[src/rtl/mem_port_arbiter.sv]
// Round-robin arbiter sharing one memory port among NUM_REQ requesters.
// A requester is granted, mem_req is held until mem_ack, and the ack is
// routed back to the granted requester. Locked bursts of up to MAX_BURST
// back-to-back transactions keep the grant.
// Optional feature macro: ARB_TIMEOUT_EN adds a BUSY watchdog that aborts a
// transaction after TIMEOUT cycles without mem_ack and pulses err.

package macros;
    // Number of bits needed to hold the given value (at least 1).
    function automatic int log_2(input int value);
        int bits;
        bits = 1;
        while ((1 << bits) <= value) begin
            bits++;
        end
        return bits;
    endfunction
endpackage

module mem_port_arbiter #(
    parameter int NUM_REQ   = 2,
    parameter int MAX_BURST = 4,
    parameter int TIMEOUT   = 64,
    parameter int IDX_W     = macros::log_2(NUM_REQ - 1)
) (
    input  logic               clk,
    input  logic               rst,
    input  logic [NUM_REQ-1:0] req,
    input  logic [NUM_REQ-1:0] lock,
    output logic [NUM_REQ-1:0] gnt,
    output logic [IDX_W-1:0]   gnt_idx,
    output logic               mem_req,
    input  logic               mem_ack,
    output logic [NUM_REQ-1:0] ack,
    output logic               err
);

    localparam int BURST_W = macros::log_2(MAX_BURST);

    localparam logic STATE_IDLE = 1'b0;
    localparam logic STATE_BUSY = 1'b1;

    localparam logic [BURST_W-1:0] BURST_LAST = BURST_W'(MAX_BURST - 1);
    localparam logic [IDX_W-1:0]   IDX_LAST   = IDX_W'(NUM_REQ - 1);

    // Reject configurations the arbiter cannot implement.
    if (NUM_REQ < 2 || MAX_BURST < 1 || TIMEOUT < 2) begin : g_param_check
        $error("mem_port_arbiter: illegal parameter combination");
    end

    logic               state_q,     state_d;
    logic [IDX_W-1:0]   rr_ptr_q,    rr_ptr_d;
    logic [IDX_W-1:0]   gnt_idx_q,   gnt_idx_d;
    logic [NUM_REQ-1:0] gnt_q,       gnt_d;
    logic [BURST_W-1:0] burst_cnt_q, burst_cnt_d;

    logic               busy;
    logic               abort;
    logic               done;
    logic               pick_valid;
    logic [IDX_W-1:0]   pick_idx;
    int                 cand;

    assign busy = (state_q == STATE_BUSY);

`ifdef ARB_TIMEOUT_EN
    localparam int WAIT_W = macros::log_2(TIMEOUT);
    localparam logic [WAIT_W-1:0] WAIT_LAST = WAIT_W'(TIMEOUT - 1);

    logic [WAIT_W-1:0] wait_cnt_q, wait_cnt_d;

    // Expiry fires only when no mem_ack is present, so a late ack still wins.
    always_comb begin
        abort = busy && !mem_ack && (wait_cnt_q == WAIT_LAST);
    end

    // Watchdog counts BUSY cycles since grant or since the last mem_ack.
    always_comb begin
        wait_cnt_d = wait_cnt_q;
        if (!busy || mem_ack || abort) begin
            wait_cnt_d = '0;
        end else begin
            wait_cnt_d = wait_cnt_q + 1'b1;
        end
    end

    // Watchdog register.
    always_ff @(posedge clk or posedge rst) begin
        if (rst) begin
            wait_cnt_q <= '0;
        end else begin
            wait_cnt_q <= wait_cnt_d;
        end
    end

    assign err = abort;
`else
    assign abort = 1'b0;
    assign err   = 1'b0;
`endif

    // A transaction completes on mem_ack or on a watchdog abort.
    assign done = busy && (mem_ack || abort);

    // Round-robin search: the lowest offset from rr_ptr wins; descending
    // iteration lets the closest candidate overwrite farther ones.
    always_comb begin
        pick_valid = 1'b0;
        pick_idx   = '0;
        cand       = 0;
        for (int i = NUM_REQ - 1; i >= 0; i--) begin
            cand = (int'(rr_ptr_q) + i) % NUM_REQ;
            if (req[IDX_W'(cand)]) begin
                pick_valid = 1'b1;
                pick_idx   = IDX_W'(cand);
            end
        end
    end

    // Grant, burst and pointer sequencing for the IDLE/BUSY controller.
    always_comb begin
        state_d     = state_q;
        rr_ptr_d    = rr_ptr_q;
        gnt_d       = gnt_q;
        gnt_idx_d   = gnt_idx_q;
        burst_cnt_d = burst_cnt_q;
        if (state_q == STATE_IDLE) begin
            if (pick_valid) begin
                state_d     = STATE_BUSY;
                gnt_idx_d   = pick_idx;
                gnt_d       = {{(NUM_REQ - 1){1'b0}}, 1'b1} << pick_idx;
                burst_cnt_d = '0;
            end
        end else if (done) begin
            if (!abort && lock[gnt_idx_q] && (burst_cnt_q < BURST_LAST)) begin
                burst_cnt_d = burst_cnt_q + 1'b1;
            end else begin
                state_d     = STATE_IDLE;
                gnt_d       = '0;
                gnt_idx_d   = '0;
                burst_cnt_d = '0;
                rr_ptr_d    = (gnt_idx_q == IDX_LAST) ? '0 : gnt_idx_q + 1'b1;
            end
        end
    end

    // Controller registers; reset drops any in-flight request immediately.
    always_ff @(posedge clk or posedge rst) begin
        if (rst) begin
            state_q     <= STATE_IDLE;
            rr_ptr_q    <= '0;
            gnt_q       <= '0;
            gnt_idx_q   <= '0;
            burst_cnt_q <= '0;
        end else begin
            state_q     <= state_d;
            rr_ptr_q    <= rr_ptr_d;
            gnt_q       <= gnt_d;
            gnt_idx_q   <= gnt_idx_d;
            burst_cnt_q <= burst_cnt_d;
        end
    end

    assign gnt     = gnt_q;
    assign gnt_idx = gnt_idx_q;
    assign mem_req = busy;
    assign ack     = done ? gnt_q : '0;

endmodule

[config.mk]
export PLATFORM = sky130hd
export DESIGN_NAME = mem_port_arbiter
export DESIGN_NICKNAME = d
export VERILOG_FILES = /design/src/rtl/mem_port_arbiter.sv
export SDC_FILE = /design/constraint.sdc
export NUM_CORES = 1
export LEC_CHECK = 0
export CAP_MARGIN = 20
export CELL_PAD_IN_SITES_DETAIL_PLACEMENT = 1
export CELL_PAD_IN_SITES_GLOBAL_PLACEMENT = 1
export CORE_AREA = 2 2 39 41
export CTS_CLUSTER_SIZE = 12
export DETAILED_ROUTE_END_ITERATION = 16
export DIE_AREA = 0 0 41 43
export HOLD_SLACK_MARGIN = 0.1
export PLACE_DENSITY = 0.81
export SYNTH_ARGS = -nofsm -noshare
export SYNTH_HDL_FRONTEND = slang
export SYNTH_SLANG_ARGS = --single-unit
export TNS_END_PERCENT = 20
[constraint.sdc]
create_clock -name clk -period 1.8 [get_ports clk]
set_input_delay 0.27 -clock clk [delete_from_list [all_inputs] [get_ports clk]]
set_output_delay 0.27 -clock clk [all_outputs]
set_load 0.005 [all_outputs]
* Yosys cells after proc, flatten, opt, wreduce, memory -nomap -nowiden
Index checks and enable logic that the tools add are counted.
** Cells by class
- Multiplexer cells :: 28
- Reductions and logical operators :: 6
- Eq/ne operators :: 2
- Add/subtract/negate cells :: 3
- $lt $le $gt $ge :: 4
- Shift operators :: 1
- Divide/modulo/power cells :: 0
- Bitwise logic cells :: 1
- $mul :: 0
** Operators by type and width (count)
- 1-bit 2-to-1 mux :: 19
- 3-bit 2-to-1 mux :: 4
- 2-bit 2-to-1 mux :: 5
- 1-bit by 3-bit < comparator with 1-bit output (second input constant) :: 2
- 3-bit AND reduction :: 2
- 3-bit by 1-bit adder with 3-bit output (second input constant) :: 1
- 3-bit by 2-bit < comparator with 1-bit output (second input constant) :: 1
- 1-bit adder (second input constant) :: 2
- 1-bit logical AND :: 2
- 1-bit by 2-bit < comparator with 1-bit output (second input constant) :: 1
- 2-bit by 1-bit != test with 1-bit output (second input constant) :: 1
- 2-bit != test (second input constant) :: 1
- 2-bit AND reduction :: 1
- 2-bit nonzero test :: 1
- 1-bit by 1-bit left shift with 2-bit output (first input constant) :: 1
- 1-bit inverter :: 1
** Word-level totals
- Bits of input ports :: 7
- Memory bits (read-only) :: 0
- Memories kept :: 0
- Logic and storage cells :: 50
- Output and inout bits :: 7
- Register bits after elaboration :: 8
- Memory bits (writable) :: 0
- Latch bits :: 0

* Logic depth before layout (Yosys ltp)
Gate-level depths: netlist of the first run.
- Depth in word-level cells :: 9
- Depth in mapped cells :: 4

* Worst setup path after synthesis of the first run
No wires, ideal clock.
- Path type :: flip-flop to flip-flop
- Start :: reg gnt_idx_q (netlist: gnt_idx)
- End :: reg burst_cnt_q[0]
- Arrival :: 1137 ps
- Buffers on the path :: 0
- Setup slack :: 571 ps
- Cell stages (with the launch flop) :: 4
- Setup time :: 92 ps
- Path through :: dfrtp_1 > mux2i_1 > or3_1 > o31ai_2
** Between the ends
- Cells in the longest elaborated chain, start to end :: 6
** Ends and longest elaborated chain
- from (decl) :: RTL line 53 : logic [IDX_W-1:0] gnt_idx_q, gnt_idx_d;
- from (signal assigned) :: RTL line 159 : gnt_idx_q <= gnt_idx_d;
- 1-bit 2-to-1 mux (not written as such) (2 in a row) :: RTL line 135 : if (!abort && lock[gnt_idx_q] && (burst_cnt_q < BURST_LAST)) begin
- 1-bit logical AND :: RTL line 135
- 3-bit 2-to-1 mux :: RTL line 135
- 3-bit 2-to-1 mux :: RTL line 134 : end else if (done) begin
- 3-bit 2-to-1 mux :: RTL line 127 : if (state_q == STATE_IDLE) begin
- to (signal assigned) :: RTL line 160 : burst_cnt_q <= burst_cnt_d;
- to (decl) :: RTL line 55 : logic [BURST_W-1:0] burst_cnt_q, burst_cnt_d;
No other way between the ends. The select of a mux whose other input is x is not followed.
A chain may end at the register's enable or synchronous reset.

* Worst setup path after layout of the first run
- Start :: in mem_ack
- End :: out ack[1]
** Between the ends
- Cells in the longest elaborated chain, start to end :: 2
** Ends and longest elaborated chain
- from (decl) :: RTL line 33 : input logic mem_ack,
- 1-bit logical AND :: RTL line 103 : assign done = busy && (mem_ack || abort);
- 2-bit 2-to-1 mux :: RTL line 167 : assign ack = done ? gnt_q : '0;
- to (decl) :: RTL line 34 : output logic [NUM_REQ-1:0] ack,
No other way between the ends.

==> results.ini, run 1 <==
[global_routing]
antenna_found_initial = 0
grt_max_degree = 11
grt_usage_pct = 12.7
grt_pass1_wl_um = 1430
grt-ovfl-total = 0
grt_pass1_vias = 309

[worst_setup_path]
rrSetupSlack_ps = 450
r2r_cells = 3
worst_setup_path_start_kind = input pin
end_kind = output pin
worstSetupEndpoint = ack[1]
reg2reg_from = gnt_idx$_DFFE_PP0P_
worstPathArrival_ps = 1420
path_class = in -> out
crit_required_ps = 1530
worst_r2r_endpoint = burst_cnt_q[2]$_DFFE_PP0P_
cp-startpoint = mem_ack
crit_fanout = 3

[floorplanning]
die_w_um = 41
die_y_um = 43
dieArea_um2 = 1760
ios = 14
fp-row-count = 14
start_util_pct = 27.9
core_area_um2 = 1380

[yosys]
synth_cells = 40
yosys.area.top_type = dfrtp_1
avgSynthCellArea_um2 = 9.67
yosys_warnings = 0
netlist.area_leader.share_pct = 45.3
synth_nets = 48
synth_seq_cells = 7
yosys-top-cells-area = dfrtp_1 45%, mux2i_1 7.8%, nor3_2 5.2%
synth-seq-area-share_pct = 45.3
async_flop_share_pct = 100
ys.flop_type = dfrtp_1
synth_cell_types = 19
syn_area_um2 = 387
synth_edf_count = 0

[clocking]
cts.clk_slew.worst_paths_ps = 50
numCtsBuffers = 3
clock_latency_ps = 250
htree_levels = 1
post-cts-setup-buffers = 0
cts_tree = built
clockBufferDepth = 2
cts_root_buf = clkbuf_4
clock-sinks = 7

[sta]
min_period_ps = 1690
fin_crit_sh_pct = 93.9
max_freq_ghz = 0.591
hold_viol = 0
maxSlewViolCount = 0
holdWs_ps = 258
setup_tns_ps = 0
setup_viol_count_final = 0
fin_skew_ps = 0.534
rsz0062_at_grt = no

[detailed_routing]
drt-initial-drc-count = 2
antenna_left = 0
first_pass_iters = 3
routed_wl_um = 870
via_per_inst = 4.75
drc = 0
wl_per_cell_um = 12.6
route.vias.total = 328

[flow_run]
maxCapViolations = 0

[power_and_ir_drop]
power.density_nw_per_um2 = 1380
ir_drop_mv = 0.448
p_leak_nw = 0.260

[placement]
hpwlAfterDp_um = 644
placement.io_buffers = 11
routabilityCongestion = 0.692
place_area_um2 = 505

[final_layout]
area_growth_syn_to_layout_pct = 37.9
fillers = 166
drive_gt1_share_pct = 18.9
antenna_cells = 0
nets = 62
final_area_um2 = 533

[hold_path]
hold_path.class = in -> async

[outcome]
outcome = complete, no violations

flip-flops by register name, summed over array words and instances (netlist names):
register     count
burst_cnt_q      3
gnt              1
gnt_idx          1
mem_req          1
rr_ptr_q         1
power by group:
part | internal (mW) | leakage (nW) | switching, mW
registers | 0.221 | 0.0862 | 0.0773
clock network | 0.0848 | 0.0150 | 0.0606
logic | 0.174 | 0.158 | 0.116
total | 0.479 | 0.260 | 0.254
kinds of logic (layout without fill, tap and decap cells):
family | Yosys count | in the layout | synth area share [%]
muxes | 3 | 3 | 7.77
DFF | 7 | 7 | 45.3
adders and majority gates | 1 | 1 | 3.24
AOI/OAI and AO/OA | 6 | 6 | 11.3
and+or+nand+nor | 16 | 16 | 23.6
other | 1 | 1 | 0.970
buffers and inverters | 6 | 19 | 7.76
cell usage in the layout (no fill, tap or decap):
cell type,count
clkdlybuf4s50_1,11
dfrtp_1,6
nand2_1,4
mux2i_1,3
inv_1,3
and3_1,3
clkbuf_4,3
a21oi_1,2
nor3_2,2
nand3_1,2
o21ai_0,2
nor2_1,2
and2_1,1
o311a_2,1
or3_1,1
o31ai_2,1
and3_2,1
ha_1,1
conb_1,1
clkbuf_1,1
dfrtp_2,1
buf_4,1
worst min path at each step:
stage / endpoint / slack (ps) / depth (start not counted)
3_5_place_dp: burst_cnt_q[1]$_DFFE_PP0P_ / 510 / 2
4_1_cts: mem_req$_DFF_PP0_ / 270 / 2
6_report: burst_cnt_q[0]$_DFFE_PP0P_ / 260 / 2
5_1_grt: burst_cnt_q[0]$_DFFE_PP0P_ / 290 / 2
2_1_floorplan: burst_cnt_q[0]$_DFFE_PP0P_ / 70 / 1
3_3_place_gp: burst_cnt_q[2]$_DFFE_PP0P_ / 510 / 2
area by class of cell:
class,instances,area [µm²],share of cell area (%)
sequential,7,176,33.1
timing repair buffer,12,118,22.1
inverter,3,11.3,2.11
clock buffer,4,26.3,4.93
multi-input combinational,27,181,34.0
tap,16,20.0,3.76
critical path, stage by stage:
cell             delay [ps]
clkdlybuf4s50_1         490
and3_2                  180
clkdlybuf4s50_1         490
cells in the mapped netlist (2+ instances only):
cell     instances
mux2i_1          3
and3_1           3
buf_4            2
nor3_2           2
nand3_1          2
nor2_1           2
nand2_1          4
a21oi_1          2
o21ai_0          2
dfrtp_1          7
inv_1            3
layer usage:
| layer | GRT usage (%) | wire [µm] | vias to the layer above |
|---|---|---|---|
| met1 | 16.1 | 393 | 155 |
| met3 | 5.24 | 55 | 4 |
| met4 | 8.00 | 19 | 0 |
| met5 | 0 | 0 | - |
| met2 | 17.2 | 402 | 9 |
| li1 | - | - | 160 |
timing repair:
item	in CTS	in global routing
hold buffers	0	0
resized for setup	0	1
setup endpoints to repair	0	1
endpoints found under the hold margin	0	0
through the flow:
| step | setup WS [ps] | cells | power (mW) | utilization, % |
|---|---|---|---|---|
| after floorplan | 571 | 40 | 0.453 | - |
| after global placement | 111 | 65 | 0.581 | 36.5 |
| after detailed placement | 113 | 65 | 0.592 | 36.5 |
| after CTS | 41.6 | 69 | 0.742 | 38.4 |
| after global routing | 24.2 | 69 | 0.804 | 38.5 |
| final | 109 | 69 | 0.733 | 38.5 |
No activity file was read; power rests on OpenSTA's default activity.
==> run 2, diff against run 1 <==
Settings changed: SKIP_LAST_GASP set to 1.
==> results of run 2 <==
Final layout, timing and power as in run 1 (identical DEF).
